File: config.mk
export PLATFORM = sky130hd
export DESIGN_NAME = laser_frame_sched
export DESIGN_NICKNAME = d
export VERILOG_FILES = /design/src/rtl/laser_frame_sched.sv
export SDC_FILE = /design/constraint.sdc
export NUM_CORES = 1
export LEC_CHECK = 0
export BUFFER_PORTS_ARGS = -buffer_cell sky130_fd_sc_hd__buf_2
export CAP_MARGIN = 10
export CORE_MARGIN = 3
export CORE_UTILIZATION = 59
export DETAILED_ROUTE_END_ITERATION = 10
export HOLD_SLACK_MARGIN = 0.06
export PLACE_DENSITY = 0.92
export SLEW_MARGIN = 20
export SYNTH_ARGS = -nofsm -noshare
export SYNTH_HDL_FRONTEND = slang
export SYNTH_SLANG_ARGS = --single-unit
File: constraint.sdc
create_clock -name clk -period 7.9 [get_ports clk]
set_clock_uncertainty 0.2 [all_clocks]
set_input_delay 0.79 -clock clk [delete_from_list [all_inputs] [get_ports clk]]
set_output_delay 0.79 -clock clk [all_outputs]
set_load 0.01 [all_outputs]
File: src/rtl/laser_frame_sched.sv
`default_nettype none
// ============================================================================
// Module   : laser_frame_sched
// Brief    : Run controller for the laser pulse datapath. Generates the shared
//            phase counter, pulse width and BG/A/B frame type for a programmed
//            number of frames, with configuration shadowed at frame boundaries.
//            Optional status ports (frame_idx, upd_pending) are enabled by
//            defining LASER_SCHED_STATUS_EN.
// Revision : 1.0 - initial release
// ============================================================================
module laser_frame_sched #(
    parameter int CNT_WIDTH = 32,
    parameter int FRM_WIDTH = 16
) (
    input  logic                 clk,
    input  logic                 rst,
    input  logic                 start,
    input  logic                 stop,
    input  logic [CNT_WIDTH-1:0] cfg_period,
    input  logic [CNT_WIDTH-1:0] cfg_width,
    input  logic [FRM_WIDTH-1:0] cfg_pulses,
    input  logic [FRM_WIDTH-1:0] cfg_frames,
    input  logic                 cfg_bg_en,
    input  logic                 cfg_update,
    output logic [CNT_WIDTH-1:0] laser_cnt_out,
    output logic [CNT_WIDTH-1:0] laser_width_out,
    output logic [1:0]           frame_type,
    output logic                 frame_start,
    output logic                 frame_done,
    output logic                 run_done,
    output logic                 busy
`ifdef LASER_SCHED_STATUS_EN
    ,
    output logic [FRM_WIDTH-1:0] frame_idx,
    output logic                 upd_pending
`endif
);

    localparam logic [1:0] c_IDLE     = 2'd0;
    localparam logic [1:0] c_RUN      = 2'd1;
    localparam logic [1:0] c_STOPPING = 2'd2;

    localparam logic [1:0] c_FT_BG = 2'b00;
    localparam logic [1:0] c_FT_A  = 2'b01;
    localparam logic [1:0] c_FT_B  = 2'b10;

    logic [1:0]           r_state;
    logic [CNT_WIDTH-1:0] r_cnt;
    logic [FRM_WIDTH-1:0] r_pidx;
    logic [FRM_WIDTH-1:0] r_fcnt;
    logic [1:0]           r_type;
    logic                 r_pend;
    logic                 r_frame_start;
    logic                 r_frame_done;
    logic                 r_run_done;
    logic                 r_busy;

    logic [CNT_WIDTH-1:0] r_period;
    logic [CNT_WIDTH-1:0] r_width;
    logic [FRM_WIDTH-1:0] r_pulses;
    logic [FRM_WIDTH-1:0] r_frames;
    logic                 r_bg_en;

    logic [1:0]           w_state_nxt;
    logic [CNT_WIDTH-1:0] w_cnt_nxt;
    logic [FRM_WIDTH-1:0] w_pidx_nxt;
    logic [FRM_WIDTH-1:0] w_fcnt_nxt;
    logic [1:0]           w_type_nxt;
    logic                 w_pend_nxt;
    logic                 w_load;
    logic                 w_bg_sel;
    logic                 w_fstart_nxt;
    logic                 w_fdone_nxt;
    logic                 w_rdone_nxt;
    logic [CNT_WIDTH-1:0] w_per_m1;
    logic [FRM_WIDTH-1:0] w_pul_m1;
    logic [FRM_WIDTH:0]   w_fcnt_p1;

    // Clamped terminal values of the current shadow configuration.
    assign w_per_m1 = ((r_period < CNT_WIDTH'(2)) ? CNT_WIDTH'(2) : r_period) - CNT_WIDTH'(1);
    assign w_pul_m1 = (r_pulses == '0) ? '0 : (r_pulses - FRM_WIDTH'(1));

    always_comb begin
        w_state_nxt  = r_state;
        w_cnt_nxt    = r_cnt;
        w_pidx_nxt   = r_pidx;
        w_fcnt_nxt   = r_fcnt;
        w_type_nxt   = r_type;
        w_pend_nxt   = r_pend;
        w_load       = 1'b0;
        w_bg_sel     = r_bg_en;
        w_fstart_nxt = 1'b0;
        case (r_state)
            c_IDLE: begin
                if (start) begin
                    w_state_nxt  = c_RUN;
                    w_load       = 1'b1;
                    w_cnt_nxt    = '0;
                    w_pidx_nxt   = '0;
                    w_fcnt_nxt   = '0;
                    w_pend_nxt   = 1'b0;
                    w_type_nxt   = cfg_bg_en ? c_FT_BG : c_FT_A;
                    w_fstart_nxt = 1'b1;
                end
            end
            c_RUN, c_STOPPING: begin
                if (r_state == c_RUN && stop) begin
                    w_state_nxt = c_STOPPING;
                end
                if (cfg_update) begin
                    w_pend_nxt = 1'b1;
                end
                if (r_frame_done) begin
                    w_fcnt_nxt = r_fcnt + FRM_WIDTH'(1);
                    w_cnt_nxt  = '0;
                    w_pidx_nxt = '0;
                    if (r_run_done) begin
                        w_state_nxt = c_IDLE;
                        w_type_nxt  = c_FT_BG;
                        w_pend_nxt  = 1'b0;
                    end else begin
                        w_fstart_nxt = 1'b1;
                        if (r_pend || cfg_update) begin
                            w_load     = 1'b1;
                            w_pend_nxt = 1'b0;
                            w_bg_sel   = cfg_bg_en;
                        end
                        case (r_type)
                            c_FT_BG: w_type_nxt = c_FT_A;
                            c_FT_A:  w_type_nxt = c_FT_B;
                            default: w_type_nxt = w_bg_sel ? c_FT_BG : c_FT_A;
                        endcase
                    end
                end else if (r_cnt == w_per_m1) begin
                    w_cnt_nxt  = '0;
                    w_pidx_nxt = r_pidx + FRM_WIDTH'(1);
                end else begin
                    w_cnt_nxt = r_cnt + CNT_WIDTH'(1);
                end
            end
            default: begin
                w_state_nxt = c_IDLE;
                w_cnt_nxt   = '0;
                w_type_nxt  = c_FT_BG;
            end
        endcase
    end

    // Frame/run completion are looked ahead one cycle so they can be registered.
    // A frame's first cycle never terminates it (period >= 2), so the old
    // shadow values are safe to use across a reload boundary.
    always_comb begin
        w_fcnt_p1   = {1'b0, w_fcnt_nxt} + (FRM_WIDTH+1)'(1);
        w_fdone_nxt = (w_state_nxt != c_IDLE) && (w_cnt_nxt == w_per_m1) &&
                      (w_pidx_nxt == w_pul_m1);
        w_rdone_nxt = w_fdone_nxt &&
                      ((w_state_nxt == c_STOPPING) ||
                       ((r_frames != '0) && (w_fcnt_p1 >= {1'b0, r_frames})));
    end

    always_ff @(posedge clk) begin
        if (rst) begin
            r_state       <= c_IDLE;
            r_cnt         <= '0;
            r_pidx        <= '0;
            r_fcnt        <= '0;
            r_type        <= c_FT_BG;
            r_pend        <= 1'b0;
            r_frame_start <= 1'b0;
            r_frame_done  <= 1'b0;
            r_run_done    <= 1'b0;
            r_busy        <= 1'b0;
            r_period      <= '0;
            r_width       <= '0;
            r_pulses      <= '0;
            r_frames      <= '0;
            r_bg_en       <= 1'b0;
        end else begin
            r_state       <= w_state_nxt;
            r_cnt         <= w_cnt_nxt;
            r_pidx        <= w_pidx_nxt;
            r_fcnt        <= w_fcnt_nxt;
            r_type        <= w_type_nxt;
            r_pend        <= w_pend_nxt;
            r_frame_start <= w_fstart_nxt;
            r_frame_done  <= w_fdone_nxt;
            r_run_done    <= w_rdone_nxt;
            r_busy        <= (w_state_nxt != c_IDLE);
            if (w_load) begin
                r_period <= cfg_period;
                r_width  <= cfg_width;
                r_pulses <= cfg_pulses;
                r_frames <= cfg_frames;
                r_bg_en  <= cfg_bg_en;
            end
        end
    end

    assign laser_cnt_out   = r_cnt;
    assign laser_width_out = r_width;
    assign frame_type      = r_type;
    assign frame_start     = r_frame_start;
    assign frame_done      = r_frame_done;
    assign run_done        = r_run_done;
    assign busy            = r_busy;
`ifdef LASER_SCHED_STATUS_EN
    assign frame_idx       = r_fcnt;
    assign upd_pending     = r_pend;
`endif

endmodule
`default_nettype wire

After elaboration in Yosys (flattened, before gate mapping)
Index checks and enable logic that the tools add are counted.
{ "totals": {"reg_bits": 170, "latch_bits": 0, "ramBits": 0, "romBits": 0, "in_bits": 102, "out_inout_bits": 70, "elab_cells": 91, "n_memories": 0} }
{ "op_classes": {"addsub": 6, "n_mul": 0, "n_div": 0, "magnitude_cmp": 2, "eq_ne": 9, "shift": 0, "muxes": 43, "bitwise_logic": 0, "reduce_logical": 16} }
{ "ops": {"columns": ["operator", "n"], "rows": [
  ["$mux 32", 4],
  ["$mux 16", 6],
  ["$eq 32x32->1", 2],
  ["$pmux 16 s2", 2],
  ["$pmux 32 s2", 1],
  ["$add 16x1->16 const B", 2],
  ["$add 32x1->32 const B", 1],
  ["$lt 32x2->1 const B", 1],
  ["$sub 32x1->32 const B", 1],
  ["$add 16x1->17 const B", 1],
  ["$ge 17x16->1", 1],
  ["$mux 1", 17],
  ["$eq 16x16->1", 1],
  ["$logic_not 16->1", 1],
  ["$reduce_bool 16->1", 1],
  ["$sub 16x1->16 const B", 1],
  ["$mux 2", 7],
  ["$pmux 2 s2", 3],
  ["$pmux 1 s2", 3],
  ["$logic_and 1x1->1", 5],
  ["$eq 2x1->1 const B", 2],
  ["$eq 2x2->1 const B", 2],
  ["$logic_not 2->1", 2],
  ["$ne 2x2->1 const B", 2],
  ["4 further kinds", 7]
]} }

Depth between registers and ports, before layout
{ "depth": {"depth_word": 11, "depth_mapped": 23} }

Worst setup path after synthesis
OpenSTA, ideal clock, no wires.
{ "synth_timing": {"path_type": "register to register", "start": "register r_period[18]", "end": "register r_run_done (netlist: run_done)", "arrival_ps": 6276, "required_ps": 7612, "path_slack_ps": 1336, "stages_incl_launch_ff": 23, "period_less_slack_ps": 6564, "cell_sequence": "dfxtp_1 buf_2 nor4_2 nand4b_1 or4_1 buf_2 nand2_1 ha_1 nor3b_2 nand3_1 or4_1 xor3_1 nand2_1 nor4_1 and4_4 buf_6 buf_6 mux2i_1 o32ai_1 or4_1 a2111o_1 or4_4 nor4_2"} }
{ "synth_between": {"elab_chain_cells": 11, "word_cells_on_any_way": 15, "classes_between": "add/sub (1); order compare (1); eq/ne (3); mux (7); reduce/logical (3)"} }
{ "synth_lines": {"columns": ["item", "line_no", "rtl"], "rows": [
  ["start, declared", "58", "logic [CNT_WIDTH-1:0] r_period;"],
  ["start signal, assigned", "190", "r_period <= cfg_period;"],
  ["$lt 32x2->1", "80", "assign w_per_m1 = ((r_period < CNT_WIDTH'(2)) ? CNT_WIDTH'(2) : r_period) - CNT_WIDTH'(1);"],
  ["$mux 32 *", "80", null],
  ["$sub 32x1->32 *", "80", null],
  ["$eq 32x32->1", "134", "end else if (r_cnt == w_per_m1) begin"],
  ["$mux 32", "134", null],
  ["$mux 32", "113", "if (r_frame_done) begin"],
  ["$pmux 32 s2", "93", "case (r_state)"],
  ["$eq 32x32->1", "154", "w_fdone_nxt = (w_state_nxt != c_IDLE) && (w_cnt_nxt == w_per_m1) &&"],
  ["$logic_and 1x1->1", "154", null],
  ["$logic_and 1x1->1 *", "154", null],
  ["$logic_and 1x1->1 *", "156", "w_rdone_nxt = w_fdone_nxt &&"],
  ["end signal, assigned", "187", "r_run_done <= w_rdone_nxt;"],
  ["end, declared", "55", "logic r_run_done;"]
]} }
Every way passes the cells marked *; elsewhere a longest branch is shown, timed or not.
A chain may end at the register's enable or synchronous reset.

Final worst setup path
Same ends and word-level chain as after synthesis.

==> out/summary.txt <==
IO Pins - 172
Required @ worst endpoint - 8.05 ns
die extent in x - 153 microns
worst vdd ir - 0.150 mV
core area - 21100 sq um
FILL cells - 1822
crit path cell chain - nor4_2, buf_4, nand4b_1, or4_1, nand2_1, ha_1, nor3b_2, nand3_1, buf_4, or4_1, a21o_1, and4_1, and4b_1, and4_4, or4_1, and4_1, a2111oi_0, buf_4, nand4_1, or4_4, nor4_2
Initial DRC Count - 1905
CP bufs+invs - 3
largest net degree at the start of global routing - 98
Hold Fails Final Rpt - 0
Primary FF master, synth - dfxtp_1
Yosys top cell area share - 26.8%
Tot Pwr - 2.56 mW
vias in the first global route - 13251
area of the multi-input gates - 8570 sq um
full die area - 23300 sq um
Worst Max-Slew Pin Slew - 1.08 ns
crit-path leading delay family - simple AND/OR/NAND/NOR gates
CTS max path bufs - 2
CTS tree - done
Antenna Nets Post-Route - 0
Congestion Overflow GR - 0
Pleak - 5.52 nW
Max Slew Vio Count - 0
drt pass-1 iters - 8
crit-path max cell delay - 0.67 ns
post-synth cell types - 85
DR vias/cell - 6.63
final worst slack - 0.545 ns
WL final - 45.6 mm
Post-Syn Nets - 1935
PostCTS Resize Cnt - 0
initial antenna violation count - 2
pre-CTS WS - 0.736 ns
Slowest cell on crit path - nor3b_2
RSZ-0062 raised after global routing - false
detailed-route via count - 14429
Root Driver - clkbuf_16
Crit. End Element - flop
status - completed
Design Area, Final - 14200 sq um
leading area contributor after synthesis - dfxtp_1
Crit Path Max Fanout - 22
H-Tree Depth - 4
Reg clk slew, reported paths - 0.08 ns
# DRC - 0
Post-CTS Hold Buffers - 0
Rows - 53
Rel. slew slack - 27.0%
wire length per cell - 20.9 microns
Synth-to-Final Area Change - 11.6%
Post-DP HPWL - 33.6 mm
Post-Place Cells - 2145
die height - 153 microns
Sum Neg Setup Slack - 0 ns
Syn Std Cell Area - 12700 sq um
Min Hold Slack - 0.254 ns
cells after synthesis - 1808
setup violators final - 0
async set-reset flop share out of synthesis - 0%
Area after DPL - 13600 sq um
number of antenna diodes - 0
CTS Buf Count - 17
min cycle time layout - 7.35 ns
EDFF count, synth - 0
GRT Overall Usage - 37.7%
Starting Density - 60.2%
Power Dens Cells - 181 nW/um^2
sequential area share after synthesis - 26.8%
fin util - 67.1%
synthesis-stage register bit count - 170
Worst-Skew Late Latency - 0.45 ns
WS Path Type - reg -> reg
post-CTS setup buffer count - 0
Final Net Count - 2016
Arr. time, crit path - 7.50 ns
share of layout cells above drive strength 1 - 14.3%
yosys warns - 0
GPL Wtd Cong - 1.04
first-pass GRT wire length - 71.8 mm
Synth area leaders - dfxtp_1 27%, nand2_1 9.2%, a21oi_1 6.0%
Max Freq - 136 MHz
PortBufs - 171
Avg Cell Area, Syn - 7.02 sq um
HP Class - reg -> reg
Tcrit/Tclk final - 93.1%
Worst setup SP type - flop
clock sink total - 170
register area - 3400 sq um
max cap viols - 0
Final Instance Count excl. Fillers - 2176
worst min-delay path: stages (launching register included):
cell and delay (ns):
dfxtp_1 0.31, nand2_1 0.05, a21oi_1 0.05
area by class of cell:
type                       count  share of cell area (%)
sequential                   170                    24.0
clock buffer                  17                    3.01
multi-input combinational   1454                    60.6
inverter                      45                    1.19
clock inverter                14                    1.11
timing repair buffer         201                    7.66
tap                          275                    2.43
sequential cells by signal (all words and copies together) (netlist names):
signal,cells
laser_cnt_out,32
laser_width_out,32
r_period,32
r_fcnt,16
r_frames,16
r_pidx,16
r_pulses,16
frame_type,2
r_state,2
busy,1
frame_done,1
frame_start,1
r_bg_en,1
r_pend,1
run_done,1
cells by family (layout without fill, tap and decap cells):
| family | count (synthesis) | count (layout) | synth area share (%) |
|---|---|---|---|
| flip-flops | 170 | 170 | 26.8 |
| adder cells (fa/ha/maj) | 25 | 25 | 2.47 |
| buffers and inverters | 184 | 277 | 5.80 |
| XOR/XNOR | 99 | 99 | 7.28 |
| AO/OA/AOI/OAI | 416 | 416 | 20.8 |
| AND/OR/NAND/NOR | 886 | 886 | 34.6 |
| multiplexers | 28 | 28 | 2.27 |
synth_stat cells, drive strengths merged, types with 35 or more instances:
library cell  instances
nand3                73
dfxtp               170
nor3                 72
clkbuf              114
o21ai                70
nor2                148
nand2               313
xor2                 36
nand4                47
inv                  45
a21oi               153
and3                 35
nor4                 52
xnor2                59
power by group:
group          leakage [nW]  switching (mW)  internal (mW)
logic                  3.86           0.502          0.268
registers              1.39          0.0462          0.892
clock network         0.282           0.432          0.423
layer usage:
metal	up-vias	part of all wire [%]	track usage, %
li1	6650	-	-
met5	-	0.068	0
met4	4	4.0	13.1
met3	163	11	7.84
met2	899	44	58.1
met1	6713	41	52.5
final timing paths:
kind                             from                   to  slack, ns  cells after the start
setup / recovery         r_period[18]             run_done       0.55                     21
hold / removal    laser_width_out[28]  laser_width_out[28]       0.25                      2
setup reg to reg         r_period[18]             run_done       0.55                     21
hold reg to reg   laser_width_out[28]  laser_width_out[28]       0.25                      2
cell usage in the layout, fill, tap and decap left out, drive strengths merged, types with 17 or more instances in the layout:
| cell type | n |
|---|---|
| a31oi | 30 |
| a21oi | 153 |
| nor4 | 52 |
| xnor2 | 59 |
| mux2i | 22 |
| nand3 | 73 |
| nand4 | 47 |
| nor3 | 72 |
| nor2 | 148 |
| nand2b | 18 |
| and2 | 18 |
| ha | 25 |
| o31ai | 19 |
| nand2 | 313 |
| o21ai | 70 |
| or3 | 20 |
| or4 | 21 |
| nor2b | 29 |
| xor2 | 36 |
| clkbuf | 17 |
| inv | 51 |
| dfxtp | 170 |
| buf | 201 |
| and3 | 35 |
Note: power is estimated with default switching activity, not from simulation.
